**src/rtl/ram_pkg.sv**
```systemverilog
// Shared constants and types for the single-port RAM and its burst master.
package ram_pkg;

  localparam int RAM_ADDR_WIDTH = 16;
  localparam int RAM_DATA_WIDTH = 8;
  localparam int RAM_DEPTH      = 65536;
  localparam int RAM_LEN_WIDTH  = 8;

  typedef enum logic [1:0] {
    IDLE  = 2'd0,
    WRITE = 2'd1,
    READ  = 2'd2,
    DRAIN = 2'd3
  } state_e;

  // A burst carries len+1 beats, so the all-ones value means 256 beats.
  typedef logic [RAM_LEN_WIDTH-1:0] burst_len_t;

endpackage

```
**src/rtl/ram_burst_master_if.sv**
```systemverilog
// Client request/stream signals plus the RAM pin bundle driven by the burst master.
interface ram_burst_master_if
  import ram_pkg::*;
#(
  parameter int ADDR_WIDTH = RAM_ADDR_WIDTH,
  parameter int DATA_WIDTH = RAM_DATA_WIDTH,
  parameter int LEN_WIDTH  = RAM_LEN_WIDTH
);

  // req and wdata transfer on a cycle where valid and ready are both high at the
  // clock edge; rdata has no ready, the client takes every beat flagged by rdata_valid.
  logic                  req_valid;
  logic                  req_ready;
  logic                  req_write;
  logic [ADDR_WIDTH-1:0] req_addr;
  logic [LEN_WIDTH-1:0]  req_len;

  logic                  wdata_valid;
  logic                  wdata_ready;
  logic [DATA_WIDTH-1:0] wdata;

  logic                  rdata_valid;
  logic [DATA_WIDTH-1:0] rdata;
  logic                  rdata_last;
  logic                  done;

  logic [ADDR_WIDTH-1:0] mem_address;
  logic [DATA_WIDTH-1:0] mem_data_in;
  logic                  mem_we;
  logic [DATA_WIDTH-1:0] mem_data_out;

  state_e                dbg_state;

  modport master (
    input  req_valid, req_write, req_addr, req_len,
    output req_ready,
    input  wdata_valid, wdata,
    output wdata_ready,
    output rdata_valid, rdata, rdata_last, done,
    output mem_address, mem_data_in, mem_we,
    input  mem_data_out,
    output dbg_state
  );

  modport slave (
    output req_valid, req_write, req_addr, req_len,
    input  req_ready,
    output wdata_valid, wdata,
    input  wdata_ready,
    input  rdata_valid, rdata, rdata_last, done,
    input  mem_address, mem_data_in, mem_we,
    output mem_data_out,
    input  dbg_state
  );

endinterface

```
**src/rtl/ram_rd_pipe.sv**
```systemverilog
// Two-stage valid/last shift register that lines issued read addresses up with
// the RAM's registered data_out and captures the returned byte.
module ram_rd_pipe #(
  parameter int DATA_WIDTH = 8
) (
  input  logic                  clk,
  input  logic                  rst,
  input  logic                  iss_valid,
  input  logic                  iss_last,
  input  logic [DATA_WIDTH-1:0] mem_data_out,
  output logic                  rdata_valid,
  output logic [DATA_WIDTH-1:0] rdata,
  output logic                  rdata_last,
  output logic                  last_pending
);

  logic s1_valid;
  logic s1_last;

  // Stage 1 marks the cycle in which the RAM presents the addressed byte.
  always_ff @(posedge clk) begin
    if (rst) begin
      s1_valid    <= 1'b0;
      s1_last     <= 1'b0;
      rdata_valid <= 1'b0;
      rdata_last  <= 1'b0;
      rdata       <= '0;
    end else begin
      s1_valid    <= iss_valid;
      s1_last     <= iss_valid & iss_last;
      rdata_valid <= s1_valid;
      rdata_last  <= s1_last;
      if (s1_valid) rdata <= mem_data_out;
    end
  end

  assign last_pending = s1_last;

endmodule

```
**src/rtl/ram_burst_master.sv**
```systemverilog
// Burst initiator for the 64KB single-port RAM: one write or read burst of
// 1..256 sequential bytes at a time, addresses wrapping modulo the RAM size.
module ram_burst_master
  import ram_pkg::*;
#(
  parameter int ADDR_WIDTH = RAM_ADDR_WIDTH,
  parameter int DATA_WIDTH = RAM_DATA_WIDTH,
  parameter int LEN_WIDTH  = RAM_LEN_WIDTH
) (
  input logic                 clk,
  input logic                 rst,
  ram_burst_master_if.master  bus
);

  localparam logic [1:0] S_IDLE  = IDLE;
  localparam logic [1:0] S_WRITE = WRITE;
  localparam logic [1:0] S_READ  = READ;
  localparam logic [1:0] S_DRAIN = DRAIN;

  logic [1:0]            state;
  logic [ADDR_WIDTH-1:0] cur_addr;
  logic [LEN_WIDTH-1:0]  len;
  logic [LEN_WIDTH-1:0]  cnt;
  logic                  iss_valid;
  logic                  iss_last;
  logic                  rd_fin;

  assign bus.req_ready   = (state == S_IDLE);
  assign bus.wdata_ready = (state == S_WRITE);
  assign bus.dbg_state   = state_e'(state);

  assign iss_valid = (state == S_READ);
  assign iss_last  = (cnt == len);

  always_ff @(posedge clk) begin
    if (rst) begin
      state           <= S_IDLE;
      cur_addr        <= '0;
      len             <= '0;
      cnt             <= '0;
      bus.mem_we      <= 1'b0;
      bus.mem_address <= '0;
      bus.mem_data_in <= '0;
      bus.done        <= 1'b0;
    end else begin
      bus.mem_we <= 1'b0;
      bus.done   <= rd_fin;
      case (state)
        S_IDLE: begin
          if (bus.req_valid) begin
            len <= bus.req_len;
            cnt <= '0;
            if (bus.req_write) begin
              state    <= S_WRITE;
              cur_addr <= bus.req_addr;
            end else begin
              // The first read address goes out on the accepting edge.
              state           <= S_READ;
              bus.mem_address <= bus.req_addr;
              cur_addr        <= bus.req_addr + ADDR_WIDTH'(1);
            end
          end
        end
        S_WRITE: begin
          if (bus.wdata_valid) begin
            bus.mem_we      <= 1'b1;
            bus.mem_address <= cur_addr;
            bus.mem_data_in <= bus.wdata;
            cur_addr        <= cur_addr + ADDR_WIDTH'(1);
            cnt             <= cnt + LEN_WIDTH'(1);
            if (cnt == len) begin
              state    <= S_IDLE;
              bus.done <= 1'b1;
            end
          end
        end
        S_READ: begin
          if (cnt == len) begin
            state <= S_DRAIN;
          end else begin
            cnt             <= cnt + LEN_WIDTH'(1);
            bus.mem_address <= cur_addr;
            cur_addr        <= cur_addr + ADDR_WIDTH'(1);
          end
        end
        S_DRAIN: state <= S_IDLE;
        default: state <= S_IDLE;
      endcase
    end
  end

  ram_rd_pipe #(.DATA_WIDTH(DATA_WIDTH)) u_rd_pipe (
    .clk          (clk),
    .rst          (rst),
    .iss_valid    (iss_valid),
    .iss_last     (iss_last),
    .mem_data_out (bus.mem_data_out),
    .rdata_valid  (bus.rdata_valid),
    .rdata        (bus.rdata),
    .rdata_last   (bus.rdata_last),
    .last_pending (rd_fin)
  );

endmodule

```
**src/flat_wrapper.sv**
```systemverilog
// flat-port wrapper written by rule: the top's interface ports become plain ports
module ram_burst_master_flat import ram_pkg::*;
#(
  parameter int ADDR_WIDTH = RAM_ADDR_WIDTH,
  parameter int DATA_WIDTH = RAM_DATA_WIDTH,
  parameter int LEN_WIDTH  = RAM_LEN_WIDTH
)
  (clk, rst, bus_req_valid, bus_req_write, bus_req_addr, bus_req_len, bus_req_ready, bus_wdata_valid, bus_wdata, bus_wdata_ready, bus_rdata_valid, bus_rdata, bus_rdata_last, bus_done, bus_mem_address, bus_mem_data_in, bus_mem_we, bus_mem_data_out, bus_dbg_state);
  ram_burst_master_if #(.ADDR_WIDTH(ADDR_WIDTH), .DATA_WIDTH(DATA_WIDTH), .LEN_WIDTH(LEN_WIDTH)) bus_i ();
  input logic clk;
  input logic rst;
  input wire logic [$bits(bus_i.req_valid)-1:0] bus_req_valid;
  input wire logic [$bits(bus_i.req_write)-1:0] bus_req_write;
  input wire logic [$bits(bus_i.req_addr)-1:0] bus_req_addr;
  input wire logic [$bits(bus_i.req_len)-1:0] bus_req_len;
  output wire logic [$bits(bus_i.req_ready)-1:0] bus_req_ready;
  input wire logic [$bits(bus_i.wdata_valid)-1:0] bus_wdata_valid;
  input wire logic [$bits(bus_i.wdata)-1:0] bus_wdata;
  output wire logic [$bits(bus_i.wdata_ready)-1:0] bus_wdata_ready;
  output wire logic [$bits(bus_i.rdata_valid)-1:0] bus_rdata_valid;
  output wire logic [$bits(bus_i.rdata)-1:0] bus_rdata;
  output wire logic [$bits(bus_i.rdata_last)-1:0] bus_rdata_last;
  output wire logic [$bits(bus_i.done)-1:0] bus_done;
  output wire logic [$bits(bus_i.mem_address)-1:0] bus_mem_address;
  output wire logic [$bits(bus_i.mem_data_in)-1:0] bus_mem_data_in;
  output wire logic [$bits(bus_i.mem_we)-1:0] bus_mem_we;
  input wire logic [$bits(bus_i.mem_data_out)-1:0] bus_mem_data_out;
  output wire logic [$bits(bus_i.dbg_state)-1:0] bus_dbg_state;
  assign bus_i.req_valid = bus_req_valid;
  assign bus_i.req_write = bus_req_write;
  assign bus_i.req_addr = bus_req_addr;
  assign bus_i.req_len = bus_req_len;
  assign bus_req_ready = bus_i.req_ready;
  assign bus_i.wdata_valid = bus_wdata_valid;
  assign bus_i.wdata = bus_wdata;
  assign bus_wdata_ready = bus_i.wdata_ready;
  assign bus_rdata_valid = bus_i.rdata_valid;
  assign bus_rdata = bus_i.rdata;
  assign bus_rdata_last = bus_i.rdata_last;
  assign bus_done = bus_i.done;
  assign bus_mem_address = bus_i.mem_address;
  assign bus_mem_data_in = bus_i.mem_data_in;
  assign bus_mem_we = bus_i.mem_we;
  assign bus_i.mem_data_out = bus_mem_data_out;
  assign bus_dbg_state = bus_i.dbg_state;
  ram_burst_master #(.ADDR_WIDTH(ADDR_WIDTH), .DATA_WIDTH(DATA_WIDTH), .LEN_WIDTH(LEN_WIDTH)) u_core (.clk(clk), .rst(rst), .bus(bus_i));
endmodule
```
**config.mk**
```make
export PLATFORM = sky130hd
export DESIGN_NAME = ram_burst_master_flat
export DESIGN_NICKNAME = d
export VERILOG_FILES = /design/src/rtl/ram_pkg.sv /design/src/rtl/ram_burst_master_if.sv /design/src/rtl/ram_rd_pipe.sv /design/src/rtl/ram_burst_master.sv /design/src/flat_wrapper.sv
export SDC_FILE = /design/constraint.sdc
export NUM_CORES = 1
export LEC_CHECK = 0
export CAP_MARGIN = 10
export CORE_ASPECT_RATIO = 2
export CORE_MARGIN = 4
export CORE_UTILIZATION = 44
export DETAILED_ROUTE_END_ITERATION = 7
export PLACE_DENSITY_LB_ADDON = 0.05
export SYNTH_ARGS = -nofsm -noshare
export SYNTH_HDL_FRONTEND = slang
export SYNTH_SLANG_ARGS = --single-unit
```
**constraint.sdc**
```tcl
create_clock -name clk -period 2.8 [get_ports clk]
set_input_delay 0.28 -clock clk [delete_from_list [all_inputs] [get_ports clk]]
set_output_delay 0.28 -clock clk [all_outputs]
set_load 0.02 [all_outputs]
```
==> impl_metrics.yaml <==
synth:
  synthArstFlopShare: 0
  synth_top_area_frac: 0.383
  postSynthAreaPerCell_um2: 8.37
  yosys-mux-area-fraction: 0.0611
  seq_area_frac_synth: 0.383
  synth_cell_type_count: 56
  synth_edf_count: 0
  synth_largest_area_cell: "dfxtp_1"
  synth_area_leaders: "dfxtp_1, a21oi_1, mux2i_1"
  ys_seq_elements: 72
  synth_compound_area_frac: 0.215
  synth_flop_cell: "dfxtp_1"
  synth_cells: 450
  synth_simple_gate_area_frac: 0.217
  syn_area_mm2: 0.00377
  synth_xor_xnor_area_share: 0.0488
  synth_top_family_by_area: "simple AND/OR/NAND/NOR gates"
  yosysWarnings: 0
  synth_fa_ha_area_frac: 0.0266
  synth_nets: 503
floorplanning:
  start_util: 0.454
  rows: 47
  die_y_um: 139
  io_pins: 85
  die_area_mm2: 0.0102
  die_w_um: 73.4
  core-area_mm2: 0.00829
routing:
  viasPerCell: 5.71
  drtAntennaViolNets: 0
  drcViolationCount: 0
  vias: 3604
  wl_mm: 10.1
  drt_iter0_drc: 247
  avgRoutedWirePerCell_um: 16.1
  drtPass1Iterations: 4
clocking:
  cts_made_buffers: 9
  cts_buffer_depth: 2
  clk_latency_ns: 0.33
  cts_tree: "yes"
  cts_root_buf: "clkbuf_16"
  ctsResizeCount: 0
  htreeDepth: 3
  cts.clk_slew.worst_paths_ns: 0.06
  clock-sinks: 72
  postCtsSetupBuffers: 0
  cts_hold_buf: 0
hold_path:
  hold_end: "u_core.len[4]"
  min_path_type: "in2reg"
  worstHoldStart: "rst"
  min_path_cells: 2
setup_path:
  critPathKind: "reg2reg"
  cp_slowest_cell: "dfxtp_1"
  start_kind: "register"
  crit_chain: "inv_1 -> ha_1 -> nor2b_2 -> a211o_1 -> a31o_1 -> buf_4 -> or3_1 -> a31oi_1"
  r2r-start: "u_core.bus.dbg_state[0]"
  critical-path-top-delay-family: "compound AO/OA/AOI/OAI gates"
  reg2regPathDepth: 8
  cp-end-kind: "register"
  critPathArrivalTime_ns: 2.56
  rrSetupSlack_ns: 0.50
  max_stage_delay_ns: 0.41
  rr_endpoint: "u_core.cur_addr[0]"
  crit_buf_inv: 2
  crit_path_start: "u_core.bus.dbg_state[0]"
  cp.required_ns: 3.06
  cp_max_fo: 21
grt:
  overflow: 0
  gr-usage-all-layers: 0.206
  grt_pass1_wl_mm: 16.7
  antenna_found_initial: 0
  grt_pass1_vias: 3537
  grt_max_degree: 40
sta:
  finalHoldViolCount: 0
  tightest_slew_ns: 0.598
  period_needed_ns: 2.30
  setup_viol: 0
  slew_headroom: 0.600
  rsz0062_at_grt: "no"
  max_freq_mhz: 434
  setup_tns_ns: 0
  fin_worst_skew_ns: 0.00754
  slew_violations: 0
  finalCritPeriodShare: 0.823
cells_and_area:
  drive_above_1_share: 0.0732
  fin_util: 0.597
  antenna_cells: 0
  syn_to_final_growth_pct: 31.3
  nets: 582
power_and_ir_drop:
  power_mw: 4.68
  ir_worst_vdd_mv: 0.771
  pwr_density_cell_mw_per_mm2: 945
  p_leak_nw: 1.78
placed_design:
  detailed_place_hpwl_mm: 7.41
  gp_congestion: 0.829
  place.port_buffers: 84
run_status:
  status: "completed"
job:
  drv_cap: 0
-- power by group --
part           switching (mW)  total, mW  internal [mW]  leakage (nW)
registers               0.245       1.53           1.28         0.590
clock network           0.410       1.00          0.589         0.125
logic                    1.24       2.15          0.907          1.07
total                    1.90       4.68           2.78          1.78
-- synth_stat cells, types with 2 or more instances --
cell	instances
nor2_1	27
nand4_1	9
a2111oi_0	2
o21ai_0	14
a31o_2	4
nor3_1	7
a21oi_1	58
dfxtp_1	72
a32o_1	2
a211o_1	4
inv_1	15
buf_1	3
nand3_1	23
nor4_4	2
xor2_1	14
buf_2	6
clkbuf_1	17
nand2_1	46
or4_1	3
o21ai_1	2
mux2i_1	23
a211oi_1	17
o31ai_1	3
nor4_1	7
nor2b_1	6
o211ai_1	2
and3_1	5
nor3b_1	2
xnor2_1	7
nand4b_1	2
nand2b_1	3
o32ai_1	3
a31oi_1	5
ha_1	8
or3_1	4
o22ai_1	3
-- sequential cells by signal, indices dropped and copies added (netlist names) --
name and flops:
u_core.u_rd_pipe.rdata_last 1, u_core.cur_addr 16, u_core.cnt 8, u_core.u_rd_pipe.last_pending 1, u_core.u_rd_pipe.rdata_valid 1, u_core.u_rd_pipe.s1_valid 1
u_core.bus.mem_we 1, u_core.bus.done 1, u_core.len 8, u_core.bus.mem_address 16, u_core.u_rd_pipe.rdata 8, u_core.bus.dbg_state 2
u_core.bus.mem_data_in 8
-- routing by layer --
metal	vias up	track usage	wire [um]
li1	1795	-	-
met1	1682	0.222	3830
met2	108	0.361	5430
met3	19	0.0537	572
met4	0	0.0965	296
met5	-	0	0
-- worst max path at each step --
stage | endpoint | slack [ns] | cells after the start
final | u_core.cur_addr[0] | 0.50 | 8
after global routing | u_core.cur_addr[0] | 0.37 | 8
after CTS | u_core.cur_addr[0] | 0.50 | 8
after detailed placement | u_core.cur_addr[14] | 0.50 | 7
after global placement | u_core.cur_addr[14] | 0.54 | 7
after floorplan | u_core.cnt[5] | 0.39 | 8
-- cell type report --
| class | count | area [um2] |
|---|---|---|
| clock inverter | 4 | 22.5 |
| clock buffer | 11 | 233 |
| tap | 98 | 123 |
| sequential | 72 | 1440 |
| fill | 802 | 3340 |
| inverter | 16 | 60.1 |
| multi-input combinational | 334 | 2140 |
| timing repair buffer | 96 | 926 |
-- layout by cell type, fill, tap and decap left out, types with 4 or more instances in the layout --
cell type / count
nand2_1: 46
a31o_2: 4
a21oi_1: 58
clkdlybuf4s50_1: 83
or3_1: 4
mux2i_1: 23
nor2_1: 27
and3_1: 5
a211oi_1: 17
nand3_1: 23
nor4_1: 7
xor2_1: 14
inv_1: 15
o21ai_0: 14
nor3_1: 7
nor2b_1: 6
xnor2_1: 7
dfxtp_1: 72
a31oi_1: 5
buf_4: 12
ha_1: 8
a211o_1: 4
nand4_1: 9
clkbuf_16: 9
-- logic make-up after synthesis --
family,Yosys count
fa+ha+maj,8
flops,72
xor+xnor,21
mux,23
buf+inv,44
simple gates,153
compound gates,129
-- worst register-to-register path: stages, from the launching register on --
cell	delay, ns
dfxtp_1	0.41
inv_1	0.11
ha_1	0.22
nor2b_2	0.18
a211o_1	0.26
a31o_1	0.31
buf_4	0.26
or3_1	0.32
a31oi_1	0.16
-- through the flow --
stage | instances | hold WS, ns | cell area [um2] | setup slack (ns)
after global routing | 631 | 0.361 | 4950 | 0.372
after global placement | 616 | 0.443 | 4690 | 0.540
after floorplan | 450 | 0.363 | 3770 | 0.389
final | 631 | 0.341 | 4950 | 0.496
after CTS | 631 | 0.331 | 4950 | 0.503
after detailed placement | 616 | 0.449 | 4690 | 0.503
Power figures use the tool's default switching activity.
